**config.mk**
```make
export PLATFORM = sky130hd
export DESIGN_NAME = v_rr_dispatcher_flat
export DESIGN_NICKNAME = d
export VERILOG_FILES = /design/src/rtl/v_rr_dispatcher_if.sv /design/src/rtl/v_rr_dispatcher.sv /design/src/flat_wrapper.sv
export SDC_FILE = /design/constraint.sdc
export NUM_CORES = 1
export LEC_CHECK = 0
export ABC_CLOCK_PERIOD_IN_PS = 4590
export CORE_ASPECT_RATIO = 2
export CORE_MARGIN = 2
export CORE_UTILIZATION = 40
export DETAILED_ROUTE_END_ITERATION = 10
export DONT_BUFFER_PORTS = 1
export PLACE_DENSITY = 0.59
export SYNTH_ARGS = -nofsm -noshare
export SYNTH_HDL_FRONTEND = slang
export SYNTH_SLANG_ARGS = --single-unit
```
**constraint.sdc**
```tcl
create_clock -name clk -period 4.59 [get_ports clk]
set_input_delay 0.918 -clock clk [delete_from_list [all_inputs] [get_ports clk]]
set_output_delay 0.918 -clock clk [all_outputs]
set_load 0.02 [all_outputs]
```
**src/rtl/v_rr_dispatcher_if.sv**
```systemverilog
// Decoder-to-dispatcher bundle for v_rr_dispatcher.
//   master : decoder / slot side (drives instruction fields and slot status)
//   slave  : dispatcher (drives ack, start pulses, load occupancy, turn, fenced)
// Signals:
//   req, stall, is_vload, is_vstore, is_vcfg, is_serial : decoded instruction
//   alu_compat[ALU_SLOTS], slot_active[ALU_SLOTS]      : ALU slot info
//   ld_end[LD_SLOTS], vcfg_done                         : completion events
//   ack[ACK_FANOUT], slot_init, ld_slot_init, ld_slot_valid, turn, fenced
interface v_rr_dispatcher_if #(
  parameter int ALU_SLOTS  = 4,
  parameter int LD_SLOTS   = 2,
  parameter int ACK_FANOUT = 9
);
  localparam int TW = $clog2(ALU_SLOTS);

  logic                  req;
  logic                  stall;
  logic                  is_vload;
  logic                  is_vstore;
  logic                  is_vcfg;
  logic                  is_serial;
  logic [ALU_SLOTS-1:0]  alu_compat;
  logic [ALU_SLOTS-1:0]  slot_active;
  logic [LD_SLOTS-1:0]   ld_end;
  logic                  vcfg_done;

  logic [ACK_FANOUT-1:0] ack;
  logic [ALU_SLOTS-1:0]  slot_init;
  logic [LD_SLOTS-1:0]   ld_slot_init;
  logic [LD_SLOTS-1:0]   ld_slot_valid;
  logic [TW-1:0]         turn;
  logic                  fenced;

  modport master (
    output req, stall, is_vload, is_vstore, is_vcfg, is_serial,
    output alu_compat, slot_active, ld_end, vcfg_done,
    input  ack, slot_init, ld_slot_init, ld_slot_valid, turn, fenced
  );

  modport slave (
    input  req, stall, is_vload, is_vstore, is_vcfg, is_serial,
    input  alu_compat, slot_active, ld_end, vcfg_done,
    output ack, slot_init, ld_slot_init, ld_slot_valid, turn, fenced
  );
endinterface

```
**src/rtl/v_rr_dispatcher.sv**
```systemverilog
// Vector instruction dispatcher: issues decoded instructions to ALU slots
// (round-robin from an internal turn pointer), load slots (lowest free) and
// the vcfg path, with a fence FSM that serialises vcfg/widen/narrow.
// Ports:
//   clk  : clock
//   rst  : synchronous active-high reset
//   bus  : v_rr_dispatcher_if.slave
//          in : req, stall, is_vload, is_vstore, is_vcfg, is_serial,
//               alu_compat, slot_active, ld_end, vcfg_done
//          out: ack (replicated), slot_init, ld_slot_init, ld_slot_valid,
//               turn, fenced
// Grant decision in cycle N shows up as a one-cycle ack + init pulse in N+1.
module v_rr_dispatcher #(
  parameter int ALU_SLOTS       = 4,
  parameter int LD_SLOTS        = 2,
  parameter int ACK_FANOUT      = 9,
  parameter int FENCE_MIN       = 8,
  parameter int ENABLE_STALLING = 1
) (
  input  logic              clk,
  input  logic              rst,
  v_rr_dispatcher_if.slave  bus
);

  localparam int          TW    = $clog2(ALU_SLOTS);
  localparam int          CW    = (FENCE_MIN > 0) ? $clog2(FENCE_MIN + 1) : 1;
  localparam int unsigned N_ALU = ALU_SLOTS;

  typedef enum logic [1:0] {
    ST_OPEN,
    ST_DRAIN,
    ST_HOLD
  } state_t;

  state_t                r_state;
  logic [CW-1:0]         r_cnt;
  logic [ACK_FANOUT-1:0] r_ack;
  logic [ALU_SLOTS-1:0]  r_slot_init;
  logic [LD_SLOTS-1:0]   r_ld_init;
  logic [LD_SLOTS-1:0]   r_ld_valid;
  logic [TW-1:0]         r_turn;
  logic [ALU_SLOTS-1:0]  r_store;

  logic                  w_stall;
  logic [ALU_SLOTS-1:0]  w_busy_alu;
  logic                  w_any_busy;
  logic                  w_q;
  logic                  w_open_ok;
  logic                  w_store_blk;
  logic                  w_alu_en;
  logic                  w_ld_en;
  logic [ALU_SLOTS-1:0]  w_cand;
  logic [ALU_SLOTS-1:0]  w_grant_alu;
  logic [LD_SLOTS-1:0]   w_ld_free;
  logic [LD_SLOTS-1:0]   w_grant_ld;
  logic [TW-1:0]         w_turn_nxt;
  logic                  w_ack_nxt;

  // First set bit of cand scanning start, start+1, ... modulo ALU_SLOTS.
  function automatic logic [ALU_SLOTS-1:0] rr_select(
    input logic [ALU_SLOTS-1:0] cand,
    input logic [TW-1:0]        start
  );
    logic [ALU_SLOTS-1:0] sel;
    logic                 found;
    int unsigned          idx;
    sel   = '0;
    found = 1'b0;
    for (int unsigned off = 0; off < N_ALU; off++) begin
      idx = 32'(start) + off;
      if (idx >= N_ALU) idx = idx - N_ALU;
      if (!found && cand[idx[TW-1:0]]) begin
        sel[idx[TW-1:0]] = 1'b1;
        found            = 1'b1;
      end
    end
    return sel;
  endfunction

  assign w_stall    = (ENABLE_STALLING != 0) & bus.stall;
  // The registered init pulse covers the slot's own start latency.
  assign w_busy_alu = bus.slot_active | r_slot_init;
  assign w_any_busy = (|w_busy_alu) | (|r_ld_valid) | (|r_ld_init);
  // ~ack keeps a held instruction from being granted twice.
  assign w_q        = bus.req & ~r_ack[0] & ~w_stall;
  // Grants only from OPEN, and a serial instruction waits for an empty machine.
  assign w_open_ok  = (r_state == ST_OPEN) & ~(bus.is_serial & w_any_busy);
  assign w_store_blk = bus.is_vstore & (|r_store);

  assign w_alu_en = w_q & w_open_ok & ~bus.is_vload & ~bus.is_vcfg & ~w_store_blk;
  assign w_ld_en  = w_q & w_open_ok & bus.is_vload;

  assign w_cand      = bus.alu_compat & ~w_busy_alu;
  assign w_grant_alu = w_alu_en ? rr_select(w_cand, r_turn) : '0;

  // Lowest free load slot: isolate the least significant set bit.
  assign w_ld_free  = ~r_ld_valid;
  assign w_grant_ld = w_ld_en ? (w_ld_free & (~w_ld_free + 1'b1)) : '0;

  always_comb begin
    w_turn_nxt = r_turn;
    for (int unsigned k = 0; k < N_ALU; k++) begin
      if (w_grant_alu[k[TW-1:0]]) begin
        w_turn_nxt = (k == N_ALU - 1) ? '0 : TW'(k + 1);
      end
    end
  end

  assign w_ack_nxt = (|w_grant_alu) | (|w_grant_ld) | bus.vcfg_done;

  always_ff @(posedge clk) begin
    if (rst) begin
      r_state     <= ST_OPEN;
      r_cnt       <= '0;
      r_ack       <= '0;
      r_slot_init <= '0;
      r_ld_init   <= '0;
      r_ld_valid  <= '0;
      r_turn      <= '0;
      r_store     <= '0;
    end else begin
      r_ack       <= {ACK_FANOUT{w_ack_nxt}};
      r_slot_init <= w_grant_alu;
      r_ld_init   <= w_grant_ld;
      r_turn      <= w_turn_nxt;
      // Set beats end when both happen in the same cycle.
      r_ld_valid  <= r_ld_init | (r_ld_valid & ~bus.ld_end);
      r_store     <= (r_slot_init & {ALU_SLOTS{bus.is_vstore}})
                   | (~r_slot_init & r_store & bus.slot_active);

      case (r_state)
        ST_OPEN: begin
          // The decoder holds is_serial through the ack cycle, so ack with
          // is_serial identifies the acceptance of the serialising instruction.
          if (r_ack[0] && bus.is_serial) begin
            r_state <= ST_HOLD;
            r_cnt   <= CW'(FENCE_MIN);
          end else if (w_q && bus.is_serial && w_any_busy) begin
            r_state <= ST_DRAIN;
          end
        end
        ST_DRAIN: begin
          if (!w_any_busy) r_state <= ST_OPEN;
        end
        ST_HOLD: begin
          if (r_cnt == '0 && !w_any_busy) begin
            r_state <= ST_OPEN;
          end else if (r_cnt != '0 && !w_stall) begin
            r_cnt <= r_cnt - 1'b1;
          end
        end
        default: r_state <= ST_OPEN;
      endcase
    end
  end

  assign bus.ack           = r_ack;
  assign bus.slot_init     = r_slot_init;
  assign bus.ld_slot_init  = r_ld_init;
  assign bus.ld_slot_valid = r_ld_valid;
  assign bus.turn          = r_turn;
  assign bus.fenced        = (r_state != ST_OPEN);

endmodule

```
**src/flat_wrapper.sv**
```systemverilog
// flat-port wrapper written by rule: the top's interface ports become plain ports
module v_rr_dispatcher_flat 
#(
  parameter int ALU_SLOTS       = 4,
  parameter int LD_SLOTS        = 2,
  parameter int ACK_FANOUT      = 9,
  parameter int FENCE_MIN       = 8,
  parameter int ENABLE_STALLING = 1
)
  (clk, rst, bus_req, bus_stall, bus_is_vload, bus_is_vstore, bus_is_vcfg, bus_is_serial, bus_alu_compat, bus_slot_active, bus_ld_end, bus_vcfg_done, bus_ack, bus_slot_init, bus_ld_slot_init, bus_ld_slot_valid, bus_turn, bus_fenced);
  v_rr_dispatcher_if #(.ALU_SLOTS(ALU_SLOTS), .LD_SLOTS(LD_SLOTS), .ACK_FANOUT(ACK_FANOUT)) bus_i ();
  input  logic clk;
  input  logic rst;
  input wire logic [$bits(bus_i.req)-1:0] bus_req;
  input wire logic [$bits(bus_i.stall)-1:0] bus_stall;
  input wire logic [$bits(bus_i.is_vload)-1:0] bus_is_vload;
  input wire logic [$bits(bus_i.is_vstore)-1:0] bus_is_vstore;
  input wire logic [$bits(bus_i.is_vcfg)-1:0] bus_is_vcfg;
  input wire logic [$bits(bus_i.is_serial)-1:0] bus_is_serial;
  input wire logic [$bits(bus_i.alu_compat)-1:0] bus_alu_compat;
  input wire logic [$bits(bus_i.slot_active)-1:0] bus_slot_active;
  input wire logic [$bits(bus_i.ld_end)-1:0] bus_ld_end;
  input wire logic [$bits(bus_i.vcfg_done)-1:0] bus_vcfg_done;
  output wire logic [$bits(bus_i.ack)-1:0] bus_ack;
  output wire logic [$bits(bus_i.slot_init)-1:0] bus_slot_init;
  output wire logic [$bits(bus_i.ld_slot_init)-1:0] bus_ld_slot_init;
  output wire logic [$bits(bus_i.ld_slot_valid)-1:0] bus_ld_slot_valid;
  output wire logic [$bits(bus_i.turn)-1:0] bus_turn;
  output wire logic [$bits(bus_i.fenced)-1:0] bus_fenced;
  assign bus_i.req = bus_req;
  assign bus_i.stall = bus_stall;
  assign bus_i.is_vload = bus_is_vload;
  assign bus_i.is_vstore = bus_is_vstore;
  assign bus_i.is_vcfg = bus_is_vcfg;
  assign bus_i.is_serial = bus_is_serial;
  assign bus_i.alu_compat = bus_alu_compat;
  assign bus_i.slot_active = bus_slot_active;
  assign bus_i.ld_end = bus_ld_end;
  assign bus_i.vcfg_done = bus_vcfg_done;
  assign bus_ack = bus_i.ack;
  assign bus_slot_init = bus_i.slot_init;
  assign bus_ld_slot_init = bus_i.ld_slot_init;
  assign bus_ld_slot_valid = bus_i.ld_slot_valid;
  assign bus_turn = bus_i.turn;
  assign bus_fenced = bus_i.fenced;
  v_rr_dispatcher #(.ALU_SLOTS(ALU_SLOTS), .LD_SLOTS(LD_SLOTS), .ACK_FANOUT(ACK_FANOUT), .FENCE_MIN(FENCE_MIN), .ENABLE_STALLING(ENABLE_STALLING)) u_core (.clk(clk), .rst(rst), .bus(bus_i));
endmodule
```
# Word-level counts from Yosys, hierarchy flattened
# Index checks and enable logic that the tools add are counted.
[totals]
ff_bits = 21
inputBits = 19
output_inout_bits = 20
[op_classes]
n_addsub = 9
order_cmp = 12
n_eq_ne = 8
mux = 41
bitwise = 37
reduce_logical = 32
[ops]
columns = ["operator", "n"]
rows = [
  ["two-way mux 4 bit", 8],
  ["two-way mux 2 bit", 12],
  ["bitwise OR 4 bit", 5],
  ["bitwise AND 4 bit", 4],
  ["logical AND 1 bit", 12],
  ["< comparator 2 x 3 -> 1 bit, second input constant", 4],
  ["OR reduction 4 bit", 3],
  ["two-way mux 1 bit", 11],
  ["bitwise AND 1 bit", 10],
  ["greater-or-equal comparator 3 bit, second input constant", 3],
  ["binary-select mux 1 bit (select 2 bit)", 4],
  ["demux 1 bit (select 2 bit)", 4],
  ["greater-or-equal comparator 2 x 1 -> 1 bit, second input constant", 4],
  ["NOT 4 bit", 2],
  ["case mux 4 bit (2 select lines)", 1],
  ["OR reduction 2 bit", 4],
  ["subtractor 2 x 1 -> 2 bit, second input constant", 4],
  ["adder 2 x 2 -> 3 bit, second input constant", 2],
  ["inequality test 2 bit, second input constant", 3],
  ["NOT 1 bit", 6],
  ["NOT 2 bit", 3],
  ["case mux 2 bit (3 select lines)", 1],
  ["zero test 1 bit", 5],
  ["bitwise AND 2 bit", 2],
  ["other kinds (17)", 22],
]

# Longest topological paths before layout
[logic_depth]
ltp_word = 19
ltp_mapped = 8
depth_no_buf = 8

# Worst setup path before layout
# Ideal clock, no wire load.
[synth_timing]
path_kind = "in2reg"
from = "input port bus_alu_compat[0]"
to = "register u_core.r_turn[0], in the netlist u_core.bus.turn[0]"
setup_ns = 0.066
arrival_time_ns = 2.689
required_time_ns = 4.524
setup_slack_ns = 1.835
path_stages = 7
path_cell_list = "nor3b_1 > mux4_1 > nor4b_4 > a22oi_1 > a21o_1 > a21bo_1 > a21oi_2"
[synth_between]
elab_chain_cells = 16
elab_cells_between_ends = 30
classes_between = "mux: 18; bitwise: 4; reduce/logical: 8"
[synth_rtl]
columns = ["item", "line", "rtl"]
rows = [
  ["from (decl)", "flat_wrapper.sv:20", "input wire logic [$bits(bus_i.alu_compat)-1:0] bus_alu_compat;"],
  ["bitwise AND 4 bit (*)", "v_rr_dispatcher.sv:93", "assign w_cand = bus.alu_compat & ~w_busy_alu;"],
  ["binary-select mux 1 bit (select 2 bit)", "v_rr_dispatcher.sv:72", "if (!found && cand[idx[TW-1:0]]) begin"],
  ["two-way mux 1 bit (implied by the code)", "v_rr_dispatcher.sv:72", ""],
  ["two-way mux 1 bit", "v_rr_dispatcher.sv:72", ""],
  ["zero test 1 bit", "v_rr_dispatcher.sv:72", ""],
  ["logical AND 1 bit", "v_rr_dispatcher.sv:72", ""],
  ["two-way mux 1 bit", "v_rr_dispatcher.sv:72", ""],
  ["zero test 1 bit", "v_rr_dispatcher.sv:72", ""],
  ["logical AND 1 bit", "v_rr_dispatcher.sv:72", ""],
  ["two-way mux 1 bit", "v_rr_dispatcher.sv:72", ""],
  ["zero test 1 bit", "v_rr_dispatcher.sv:72", ""],
  ["logical AND 1 bit", "v_rr_dispatcher.sv:72", ""],
  ["two-way mux 4 bit (*)", "v_rr_dispatcher.sv:72", ""],
  ["two-way mux 4 bit (*)", "v_rr_dispatcher.sv:94", "assign w_grant_alu = w_alu_en ? rr_select(w_cand, r_turn) : '0;"],
  ["two-way mux 2 bit (2 in series)", "v_rr_dispatcher.sv:103", "if (w_grant_alu[k[TW-1:0]]) begin"],
  ["to (signal assigned)", "v_rr_dispatcher.sv:125", "r_turn <= w_turn_nxt;"],
  ["to (decl)", "v_rr_dispatcher.sv:41", "logic [TW-1:0] r_turn;"],
]
# Every way passes the cells marked *; elsewhere a longest branch is shown, timed or not. The select of a mux whose other input is x is not followed.
# A chain may end at the register's enable or synchronous reset.

# Worst setup path in the final report
[layout_timing]
from = "register u_core.r_turn[0], in the netlist u_core.bus.turn[0]"
to = "register u_core.r_turn[0], in the netlist u_core.bus.turn[0]"
[layout_between]
elab_chain_cells = 17
elab_cells_between_ends = 64
classes_between = "add/sub: 7; order compare: 12; mux: 30; bitwise: 3; reduce/logical: 12"
[layout_rtl]
columns = ["item", "line"]
rows = [
  ["branches (longest 13 deep; another with adder 2 x 1 -> 3 bit)", "--"],
  ["two-way mux 4 bit (*)", "v_rr_dispatcher.sv:72"],
  ["two-way mux 4 bit (*)", "v_rr_dispatcher.sv:94"],
  ["two-way mux 2 bit (2 in series)", "v_rr_dispatcher.sv:103"],
]
# Every way passes the cells marked *. The select of a mux whose other input is x is not followed.

==> summary.txt <==
Run status
  – Outcome: complete, no violations

Power and ir drop
  – Switching power total: 85.42 uW
  – Reported leakage power: 0.0004947 uW
  – Power density normalized to cell area: 272.2 mW/mm^2
  – Comb power frac: 11.5%
  – Part of the power in registers: 56.8%
  – P_int: 268.1 uW
  – Peak supply drop: 0.2290 mV
  – Switching power as a share of total power: 24.16%
  – Fraction of power consumed by the clock network: 31.7%

STA
  – Slew at the pin with the worst max-slew slack: 0.9595 ns
  – Unrepaired setup endpoints after global routing: false
  – Final critical-path share of the clock period: 60.59%
  – Highest Clock Rate: 359.6 MHz
  – Number of endpoints with negative hold slack in the final report: 0
  – Final Slew Violations: 0
  – Max-slew headroom at the worst pin: 36.03%
  – Final period demand of the worst path: 2.781 ns
  – Hold Slack: 0.4579 ns
  – Final clock skew: 0.0004951 ns
  – Final setup violating endpoints: 0
  – Final sum of negative setup slack: 0 ns

Clock network
  – Max Buffers Root-to-Sink: 2
  – Post-CTS setup buffer count: 0
  – Clock slew seen by the registers of the worst setup and hold paths: 0.07 ns
  – CTS tree: built
  – Root buf cell: sky130_fd_sc_hd__clkbuf_8
  – Number of buffers added to fix hold violations after cts: 0
  – Clk sinks: 21
  – Cts bufs inserted: 3
  – Maximum level of the CTS H-tree: 1
  – Post-cts repair resize count: 0
  – Worst-skew pair later-pin latency: 0.25 ns

Synth
  – Distinct cells, synth: 34
  – Async SR Flop Fraction: 0%
  – Mean area per synthesized cell: 8.914 um^2
  – Synth area leaders: sky130_fd_sc_hd__dfxtp_1 (33%), sky130_fd_sc_hd__ha_1 (8.7%), sky130_fd_sc_hd__mux4_1 (6.1%)
  – Top cell type by total area after synthesis: sky130_fd_sc_hd__dfxtp_1
  – Number of warning messages in the yosys log: 0
  – Proportion of synthesized chip area in sequential cells: 32.53%
  – Fraction of post-synthesis cell area in the top cell type by area: 32.53%
  – Dominant register cell in the synthesized netlist: sky130_fd_sc_hd__dfxtp_1
  – Netlist Area Pre-Place: 0.001292 mm^2
  – Most instantiated cells after synthesis: sky130_fd_sc_hd__dfxtp_1 (21), sky130_fd_sc_hd__nor2_1 (20), sky130_fd_sc_hd__nand2_1 (16), sky130_fd_sc_hd__a21oi_1 (11), sky130_fd_sc_hd__ha_1 (9)
  – #FFs+latches synth: 21
  – Syn nets: 173
  – Number of enable-type register cells in the synthesized netlist: 0
  – Cells after synthesis: 145
  – Most frequently used cell type in the post-synthesis netlist: sky130_fd_sc_hd__dfxtp_1

Critical path
  – Crit path DAT: 2.97 ns
  – Largest fanout on the critical path: 8
  – Kind of cell adding the most delay to the critical path: compound AO/OA/AOI/OAI gates
  – Critical path's slowest cell: sky130_fd_sc_hd__dfxtp_1
  – Data required time of the critical path: 4.78 ns
  – Crit start category: register
  – Max incr delay on CP: 0.67 ns
  – Capturing element type of the critical path: register
  – Class of the most critical setup path: register to register
  – Buffers & Inverters on Critical Path: 1
  – Critical path cell sequence: inv_2 -> ha_1 -> mux4_1 -> nor4b_4 -> a22oi_1 -> a21o_1 -> a21bo_1 -> a21oi_2

GRT
  – Total global-route track usage: 15.68%
  – Antenna violations before repair: 0
  – First-pass GRT wire length: 4533 um
  – Vias in the first global route: 1054
  – Overflow after GRT: 0
  – Pin count of the biggest net entering global routing: 18

Finish
  – Diodes inserted: 0
  – Post-layout nets: 167
  – Layout cell share with drive strength beyond 1: 7.246%
  – Area grow syn2layout: 0.4843%
  – Final standard cell utilization of the core: 41.62%
  – Non-filler instance count after layout: 169

Floorplan
  – Site Rows: 29
  – Top-Level Pins: 39
  – Effective utilization at floorplan: 41.42%
  – Core region area: 0.003120 mm^2
  – Width of the die: 44.20 um
  – Vertical die dimension: 84.39 um
  – Overall die area: 0.003730 mm^2

Drt
  – Routed wire length: 2644 um
  – DRC marker count from the first detailed-route iteration: 18
  – First-pass iteration count of the detailed router: 3
  – Via total after detailed routing: 982
  – Wire length per cell: 15.64 um
  – Avg Vias per Cell: 5.811
  – Number of design rule violations left after detail routing: 0
  – Final ANT Viol Nets: 0

Placement
  – Detailed placement HPWL: 2179 um
  – Number of I/O port buffers: 0
  – Gp weighted congestion: 0.7936
  – Placed Cells incl. Taps: 165

Job
  – Max-Cap Viols: 0

Worst hold path
  – Class of the tightest hold or removal check: register to register
==> metal layers <==
layer	routed length, um	global-route usage, %	vias up
li1	-	-	488
met1	964	15.45	474
met2	1586	30.75	18
met3	67	1.720	2
met4	25	5.785	0
met5	0	0	-
==> power by group through the flow <==
stage | registers (uW) | logic (uW) | clock network [uW]
after CTS | 201 | 41.2 | 117
after global routing | 202 | 46.9 | 125
final | 201 | 40.8 | 112
after global placement | 205 | 40.1 | 0
after floorplan | 197 | 49.5 | 0
after detailed placement | 205 | 40.8 | 0
==> logic make-up after synthesis <==
kind of cell / Yosys count / share of synthesized area [%]
simple gates: 58 / 23.33
compound gates: 31 / 17.14
flops: 21 / 32.53
buf+inv: 19 / 8.423
fa+ha+maj: 9 / 8.713
mux: 4 / 7.841
xor+xnor: 3 / 2.033
==> cells in the final DEF, fill, tap and decap left out <==
cell type                  instances
sky130_fd_sc_hd__dfxtp_1          20
sky130_fd_sc_hd__a21oi_2           1
sky130_fd_sc_hd__mux4_2            1
sky130_fd_sc_hd__o41ai_1           1
sky130_fd_sc_hd__xor2_1            2
sky130_fd_sc_hd__nor4_1            4
sky130_fd_sc_hd__nor2_1           20
sky130_fd_sc_hd__and2_1            1
sky130_fd_sc_hd__clkbuf_1          1
sky130_fd_sc_hd__nor4b_4           1
sky130_fd_sc_hd__nand2_1          16
sky130_fd_sc_hd__inv_2             1
sky130_fd_sc_hd__a21oi_1          11
sky130_fd_sc_hd__ha_1              9
sky130_fd_sc_hd__a21bo_1           1
sky130_fd_sc_hd__nand2b_1          3
sky130_fd_sc_hd__dfxtp_2           1
sky130_fd_sc_hd__inv_1             7
sky130_fd_sc_hd__a21o_1            5
sky130_fd_sc_hd__a22oi_1           4
sky130_fd_sc_hd__nor3b_1           6
sky130_fd_sc_hd__clkbuf_8          3
sky130_fd_sc_hd__and3_1            1
sky130_fd_sc_hd__o211a_1           1
sky130_fd_sc_hd__a41oi_2           1
sky130_fd_sc_hd__o21a_1            4
sky130_fd_sc_hd__nor3b_2           1
sky130_fd_sc_hd__nor3_1            2
sky130_fd_sc_hd__nor4b_1           1
sky130_fd_sc_hd__o31ai_1           1
sky130_fd_sc_hd__nand3_1           2
sky130_fd_sc_hd__mux4_1            3
sky130_fd_sc_hd__xnor2_1           1
sky130_fd_sc_hd__a211oi_1          1
==> sequential cells by signal, summed over array words and instances (netlist names) <==
name / cells
u_core.bus.ack: 1
u_core.bus.ld_slot_init: 2
u_core.bus.ld_slot_valid: 2
u_core.bus.slot_init: 4
u_core.bus.turn: 2
u_core.r_cnt: 4
u_core.r_state: 2
u_core.r_store: 4
==> stage by stage <==
| step | setup WS, ns | total power, uW | cell area [um^2] |
|---|---|---|---|
| global route | 1.653 | 373.8 | 1299 |
| floorplan | 1.835 | 246.9 | 1292 |
| detailed placement | 1.695 | 245.9 | 1254 |
| global placement | 1.760 | 244.8 | 1254 |
| finish | 1.809 | 353.6 | 1299 |
| CTS | 1.787 | 359.4 | 1299 |
==> final cells by class <==
type / instances / area (um^2)
sequential: 21 / 421.7
multi-input combinational: 105 / 763.2
tap: 31 / 38.79
inverter: 8 / 30.03
fill: 308 / 1822
clock buffer: 4 / 45.04
==> path summary, 6_finish.rpt <==
kind,depth (start not counted),slack [ns],start,to
hold reg to reg,1,0.46,u_core.r_state[1],u_core.r_state[0]
setup reg to reg,8,1.81,u_core.bus.turn[0],u_core.bus.turn[0]
hold / removal,1,0.46,u_core.r_state[1],u_core.r_state[0]
setup / recovery,8,1.81,u_core.bus.turn[0],u_core.bus.turn[0]
Note: power is estimated with default switching activity, not from simulation.
